## config.mk

```make
export PLATFORM = sky130hd
export DESIGN_NAME = ray_result_collector
export DESIGN_NICKNAME = d
export VERILOG_FILES = /design/src/rtl/ray_result_collector.sv
export SDC_FILE = /design/constraint.sdc
export NUM_CORES = 1
export LEC_CHECK = 0
export ABC_CLOCK_PERIOD_IN_PS = 10270
export CAP_MARGIN = 20
export CORE_ASPECT_RATIO = 1.25
export CORE_MARGIN = 2
export CORE_UTILIZATION = 55
export DETAILED_ROUTE_END_ITERATION = 10
export PLACE_DENSITY = 0.79
export SYNTH_ARGS = -nofsm -noshare
export SYNTH_HDL_FRONTEND = slang
export SYNTH_SLANG_ARGS = --single-unit
```

## constraint.sdc

```tcl
create_clock -name clk -period 10.27 [get_ports clk]
set_input_delay 1.027 -clock clk [delete_from_list [all_inputs] [get_ports clk]]
set_output_delay 1.027 -clock clk [all_outputs]
set_load 0.02 [all_outputs]
```

## src/rtl/ray_result_collector.sv

```systemverilog
// Purpose: tag each ray result with a pixel index, buffer it in a small FIFO, gate job issue, keep frame status.
// Latency: ray_done at edge N -> res_valid high from cycle N+1 when the FIFO was empty (show-ahead head).
// Backpressure: res_ready stalls the stream; the core cannot be stalled, so job_gate reserves space for rays in flight.
//
// Ports:
//   clk, rst                      clock, synchronous active-high reset
//   job_fire / job_gate           job accepted by the core / permission to present a new job
//   ray_done, ray_hit, ray_timeout,
//   hit_voxel_x/y/z, hit_face_id,
//   steps_taken                   single-cycle result from the core
//   frame_start                   clears pixel counter, hit count and overflow
//   res_valid/res_ready, res_*    result stream toward the framebuffer writer
//   fifo_count, hit_count,
//   overflow, frame_done          status
module ray_result_collector #(
  parameter int COORD_WIDTH      = 16,
  parameter int STEP_COUNT_WIDTH = 16,
  parameter int PIX_BITS         = 10,
  parameter int FRAME_PIXELS     = 1024,
  parameter int FIFO_DEPTH       = 8,
  parameter int CNT_BITS         = $clog2(FIFO_DEPTH + 1)
) (
  input  logic                        clk,
  input  logic                        rst,
  input  logic                        job_fire,
  output logic                        job_gate,
  input  logic                        ray_done,
  input  logic                        ray_hit,
  input  logic                        ray_timeout,
  input  logic [COORD_WIDTH-1:0]      hit_voxel_x,
  input  logic [COORD_WIDTH-1:0]      hit_voxel_y,
  input  logic [COORD_WIDTH-1:0]      hit_voxel_z,
  input  logic [2:0]                  hit_face_id,
  input  logic [STEP_COUNT_WIDTH-1:0] steps_taken,
  input  logic                        frame_start,
  output logic                        res_valid,
  input  logic                        res_ready,
  output logic [PIX_BITS-1:0]         res_pixel,
  output logic                        res_hit,
  output logic                        res_timeout,
  output logic [COORD_WIDTH-1:0]      res_x,
  output logic [COORD_WIDTH-1:0]      res_y,
  output logic [COORD_WIDTH-1:0]      res_z,
  output logic [2:0]                  res_face,
  output logic [STEP_COUNT_WIDTH-1:0] res_steps,
  output logic [CNT_BITS-1:0]         fifo_count,
  output logic [PIX_BITS:0]           hit_count,
  output logic                        overflow,
  output logic                        frame_done
);

  localparam int PTR_BITS = $clog2(FIFO_DEPTH);
  localparam logic [PIX_BITS-1:0] LAST_PIX = PIX_BITS'(FRAME_PIXELS - 1);
  localparam logic [CNT_BITS-1:0] DEPTH_CNT = CNT_BITS'(FIFO_DEPTH);
  localparam logic [CNT_BITS:0]   DEPTH_EXT = (CNT_BITS + 1)'(FIFO_DEPTH);

  typedef struct packed {
    logic [PIX_BITS-1:0]         pix;
    logic                        hit;
    logic                        timeout;
    logic [COORD_WIDTH-1:0]      x;
    logic [COORD_WIDTH-1:0]      y;
    logic [COORD_WIDTH-1:0]      z;
    logic [2:0]                  face;
    logic [STEP_COUNT_WIDTH-1:0] steps;
  } entry_t;

  entry_t              mem_q [FIFO_DEPTH];
  logic [PTR_BITS-1:0] wr_ptr_q, wr_ptr_d, rd_ptr_q, rd_ptr_d;
  logic [CNT_BITS-1:0] count_q, count_d, inflight_q, inflight_d;
  logic [PIX_BITS-1:0] pix_cnt_q, pix_cnt_d;
  logic [PIX_BITS:0]   hit_cnt_q, hit_cnt_d, hit_base;
  logic                overflow_q, overflow_d, frame_done_q, frame_done_d;
  logic                full, push, pop, drop, wrap, head_vld;
  logic [PIX_BITS-1:0] tag;
  entry_t              wr_entry, head;

  always_comb begin
    head_vld = (count_q != '0);
    full     = (count_q == DEPTH_CNT);
    pop      = head_vld & res_ready;
    // A full FIFO still accepts a result if the head leaves on the same edge.
    push     = ray_done & (~full | pop);
    drop     = ray_done & full & ~pop;

    // frame_start restarts tagging on this very result.
    tag  = frame_start ? '0 : pix_cnt_q;
    wrap = ray_done & (tag == LAST_PIX);

    wr_entry         = '0;
    wr_entry.pix     = tag;
    wr_entry.hit     = ray_hit;
    wr_entry.timeout = ray_timeout;
    wr_entry.x       = hit_voxel_x;
    wr_entry.y       = hit_voxel_y;
    wr_entry.z       = hit_voxel_z;
    wr_entry.face    = hit_face_id;
    wr_entry.steps   = steps_taken;

    wr_ptr_d = push ? wr_ptr_q + PTR_BITS'(1) : wr_ptr_q;
    rd_ptr_d = pop  ? rd_ptr_q + PTR_BITS'(1) : rd_ptr_q;
    count_d  = count_q + CNT_BITS'(push) - CNT_BITS'(pop);

    // In-flight never goes below zero: stray results are still captured.
    inflight_d = inflight_q;
    if (job_fire && !ray_done && inflight_q != '1)
      inflight_d = inflight_q + CNT_BITS'(1);
    else if (!job_fire && ray_done && inflight_q != '0)
      inflight_d = inflight_q - CNT_BITS'(1);

    // Dropped results still advance the tag so pixels stay aligned with ray order.
    pix_cnt_d = frame_start ? '0 : pix_cnt_q;
    if (ray_done)
      pix_cnt_d = wrap ? '0 : tag + PIX_BITS'(1);

    hit_base  = frame_start ? '0 : hit_cnt_q;
    hit_cnt_d = hit_base;
    if (ray_done && ray_hit && hit_base != '1)
      hit_cnt_d = hit_base + (PIX_BITS + 1)'(1);

    overflow_d   = (overflow_q & ~frame_start) | drop;
    frame_done_d = wrap & ~frame_start;
  end

  always_ff @(posedge clk) begin
    if (rst) begin
      wr_ptr_q     <= '0;
      rd_ptr_q     <= '0;
      count_q      <= '0;
      inflight_q   <= '0;
      pix_cnt_q    <= '0;
      hit_cnt_q    <= '0;
      overflow_q   <= 1'b0;
      frame_done_q <= 1'b0;
    end else begin
      wr_ptr_q     <= wr_ptr_d;
      rd_ptr_q     <= rd_ptr_d;
      count_q      <= count_d;
      inflight_q   <= inflight_d;
      pix_cnt_q    <= pix_cnt_d;
      hit_cnt_q    <= hit_cnt_d;
      overflow_q   <= overflow_d;
      frame_done_q <= frame_done_d;
    end
  end

  // Storage needs no reset; the head is masked whenever the FIFO is empty.
  always_ff @(posedge clk) begin
    if (!rst && push)
      mem_q[wr_ptr_q] <= wr_entry;
  end

  always_comb begin
    head = head_vld ? mem_q[rd_ptr_q] : '0;
  end

  assign res_valid   = head_vld;
  assign res_pixel   = head.pix;
  assign res_hit     = head.hit;
  assign res_timeout = head.timeout;
  assign res_x       = head.x;
  assign res_y       = head.y;
  assign res_z       = head.z;
  assign res_face    = head.face;
  assign res_steps   = head.steps;
  assign fifo_count  = count_q;
  assign hit_count   = hit_cnt_q;
  assign overflow    = overflow_q;
  assign frame_done  = frame_done_q;
  // Sum in one extra bit so a full FIFO plus in-flight rays cannot wrap.
  assign job_gate    = ({1'b0, count_q} + {1'b0, inflight_q}) < DEPTH_EXT;

endmodule

```

==> impl_metrics.toml <==
[power]
power_frac_seq_pct = 42.2
p_int_mw = 5.44
power_frac_comb_pct = 26.6
powerDensity_mw_per_mm2 = 247
leakagePower_nw = 9.54
switching_share_pct = 28.1
p_sw_mw = 2.13
power.share.clock_pct = 31.2
p_total_mw = 7.57
irDropWorstVdd_mv = 0.214

[sta]
period_minus_slack_ns = 5.66
fin_setup_tns_ns = 0
finalSetupViolCount = 0
maxSlewViolCount = 0
fin_worst_skew_ns = 0.0234
hold_viol = 0
worstMarginPinSlew_ns = 1.09
grt_setup_unrepaired = "no"
timing.final.crit_share_pct = 55.1
fmax_mhz = 177
max_slew_margin_pct = 27.1

[routing]
drt_wl_total_um = 53400
antenna_left = 0
drt-initial-drc-count = 985
drtPass1Iterations = 5
drt-vias-per-instance = 5.93
wl_per_cell_um = 25.0
route.detailed.drc = 0
vias = 12674

[synth]
synth_edf_count = 632
synth_area_per_cell_um2 = 20.9
synth_area_leaders = "edfxtp_1 (73%), mux4_2 (14%), mux2i_1 (3.2%), dfxtp_1 (3.1%), nor2_1 (1.6%)"
ys.flop_type = "edfxtp_1"
synth_cell_type_count = 51
synth_area_leader_cell = "edfxtp_1"
async_reset_ff_share_pct = 0
syn_nets = 1343
yosysSeqAreaShare_pct = 75.6
synth_seq_cells = 672
syn_inst = 1252
ys_warn_count = 0
synth_top_area_share_pct = 72.6
syn-cell-area_mm2 = 0.0262

[clock_network]
cts-hold-fix-buffers = 0
cts_resized = 0
cts_root_buf = "clkbuf_16"
cts_tree = "done"
post_cts_buffers = 0
clk_path_buf_depth = 3
clkLatencyLatePin_ns = 0.62
clock_sink_count = 672
htreeDepth = 2
clkTransAtPathRegs_ns = 0.06
numCtsBuffers = 60

[place]
dpl_cell_area_mm2 = 0.0285
gp_congestion = 0.791
hpwlAfterDp_um = 28100
numPortBuffers = 172

[global_route]
grt_pass1_vias = 13207
grt_antenna_before_repair = 9
grt_use_total_pct = 22.2
grt_pass1_wl_um = 80700
gr-total-overflow = 0
grt_max_degree = 71

[setup_path]
reg2regPathDepth = 7
cp_slowest_cell = "dfxtp_4"
max_stage_delay_ns = 0.97
cp-end-kind = "primary output"
r2r_end = "mem_q[2][4]$_DFFE_PP_"
critPathKind = "register to primary output"
start_kind = "register"
cpMostUsedCell = "buf_4"
critical_path.max_fanout = 48
path_cells = "buf_4 -> buf_4 -> mux4_2 -> mux2i_1 -> nor2_1 -> clkdlybuf4s50_1"
required_ns = 9.24
ff2ff_setup_slack_ns = 6.58
crit_arrival_ns = 4.63
reg2reg_from = "fifo_count[2]$_SDFF_PP0_"

[cells_and_area]
area_growth_pct = 17.1
fin_area_mm2 = 0.0306
nNetsFinal = 1535
finish.utilization_pct = 65.1
drive_gt1_share_pct = 19.7

[die]
pin_count = 173
die_h_um = 248
rows = 89
core_mm2 = 0.0471
dieWidth_um = 199
start_util_pct = 55.5
fp.dieArea_mm2 = 0.0493

[hold_path]
hold_start = "rd_ptr_q[1]$_SDFFE_PP0N_"
min_path_type = "register to register"
holdPathStages = 2

[flow_run]
drv_cap = 0

[status]
outcome = "complete, no violations"
-- synth_stat cells, types with 8 or more instances --
cell / instances
mux4_2: 158
xor2_1: 9
buf_2: 24
buf_6: 14
xnor2_1: 8
nand2_1: 15
edfxtp_1: 632
mux2i_1: 84
nand4_1: 8
ha_1: 14
nor2_1: 111
nand3_1: 9
inv_1: 11
nor2b_1: 16
buf_1: 8
a21oi_1: 9
dfxtp_1: 40
clkbuf_1: 15
-- critical path, delay by kind of cell, from the launching register on --
| family | cells | cell delay [ns] |
|---|---|---|
| buffers and inverters | 3 | 1.99 |
| flip-flops | 1 | 0.97 |
| multiplexers | 2 | 0.90 |
| AND/OR/NAND/NOR | 1 | 0.09 |
-- metal layers --
layer  GRT usage (%)  routed length [µm]  up-vias
met1            28.7               20700     6674
li1                -                   -     5486
met3            4.74                3690       76
met2            37.9               28000      430
met5               0                  57        -
met4            6.80                1010        8
-- cell usage in the layout, fill, tap and decap left out, types with 3 or more instances in the layout --
cell type | netlist | layout
nor2_4 | 0 | 6
buf_4 | 0 | 19
nor2_1 | 111 | 105
dfxtp_1 | 40 | 37
clkinv_1 | 0 | 15
clkinv_2 | 0 | 13
mux2i_1 | 84 | 84
o21ai_0 | 6 | 6
nor2b_1 | 16 | 16
nor3_1 | 5 | 3
xnor2_1 | 8 | 8
dfxtp_4 | 0 | 3
xor2_1 | 9 | 9
nand2b_1 | 6 | 6
bufinv_16 | 0 | 11
edfxtp_1 | 632 | 632
ha_1 | 14 | 14
and2_1 | 3 | 3
nor4_1 | 3 | 3
clkbuf_1 | 15 | 5
and3_1 | 3 | 3
clkbuf_16 | 0 | 61
a211oi_1 | 3 | 3
nand3_1 | 9 | 9
nand2_1 | 15 | 15
diode_2 | 0 | 5
inv_1 | 11 | 11
or3_1 | 7 | 7
nand4_1 | 8 | 8
a21oi_1 | 9 | 9
clkdlybuf4s50_1 | 0 | 172
mux4_2 | 158 | 158
-- registers in the layout (all words and copies together), names as in the netlist, named ones only --
register / count
pix_cnt_q: 10
rd_ptr_q: 3
frame_done: 1
fifo_count: 4
overflow: 1
inflight_q: 4
hit_count: 11
wr_ptr_q: 3
mem_q: 632
-- power by group through the flow --
stage,clock (mW),sequential [mW],combinational [mW]
2_1_floorplan,0,3.20,1.33
3_3_place_gp,0,3.25,2.01
3_5_place_dp,0,3.26,2.02
4_1_cts,2.39,3.20,2.05
5_1_grt,2.49,3.21,2.15
6_report,2.36,3.20,2.02
-- area by class of cell --
cell class / instances / area (µm²)
Sequential cell: 672 / 19800
Fill cell: 3052 / 16500
Multi-Input combinational cell: 508 / 6030
Timing Repair Buffer: 191 / 1860
Clock buffer: 67 / 1560
Tap cell: 637 / 797
Clock inverter: 47 / 546
Inverter: 11 / 41.3
Antenna cell: 5 / 12.5
-- how the worst max path moves through the flow --
stage | to | cells past startpoint | slack [ns]
6_report | res_pixel[8] | 6 | 4.61
2_1_floorplan | mem_q[0][0]$_DFFE_PP_ | 4 | 2.52
3_5_place_dp | res_pixel[8] | 6 | 5.13
5_1_grt | res_pixel[8] | 6 | 4.21
4_1_cts | res_pixel[8] | 6 | 4.45
3_3_place_gp | res_pixel[8] | 6 | 5.16
-- per-stage QoR --
step / setup WS, ns / std cells / hold slack (ns)
2_1_floorplan: 2.52 / 1252 / 0.454
3_3_place_gp: 5.16 / 2019 / 0.463
3_5_place_dp: 5.13 / 2019 / 0.483
4_1_cts: 4.45 / 2133 / 0.493
5_1_grt: 4.21 / 2137 / 0.527
6_report: 4.61 / 2138 / 0.492
-- logic make-up (layout without fill, tap and decap cells) --
group | Yosys count | count (layout) | share of synthesized area (%)
AO/OA/AOI/OAI | 32 | 32 | 0.813
XOR/XNOR | 17 | 17 | 0.569
adder cells (fa/ha/maj) | 16 | 16 | 0.823
buffers and inverters | 72 | 316 | 1.55
flip-flops | 672 | 672 | 75.6
multiplexers | 245 | 245 | 16.9
other | 0 | 5 | 0
AND/OR/NAND/NOR | 198 | 198 | 3.68
Note: power is estimated with default switching activity, not from simulation.
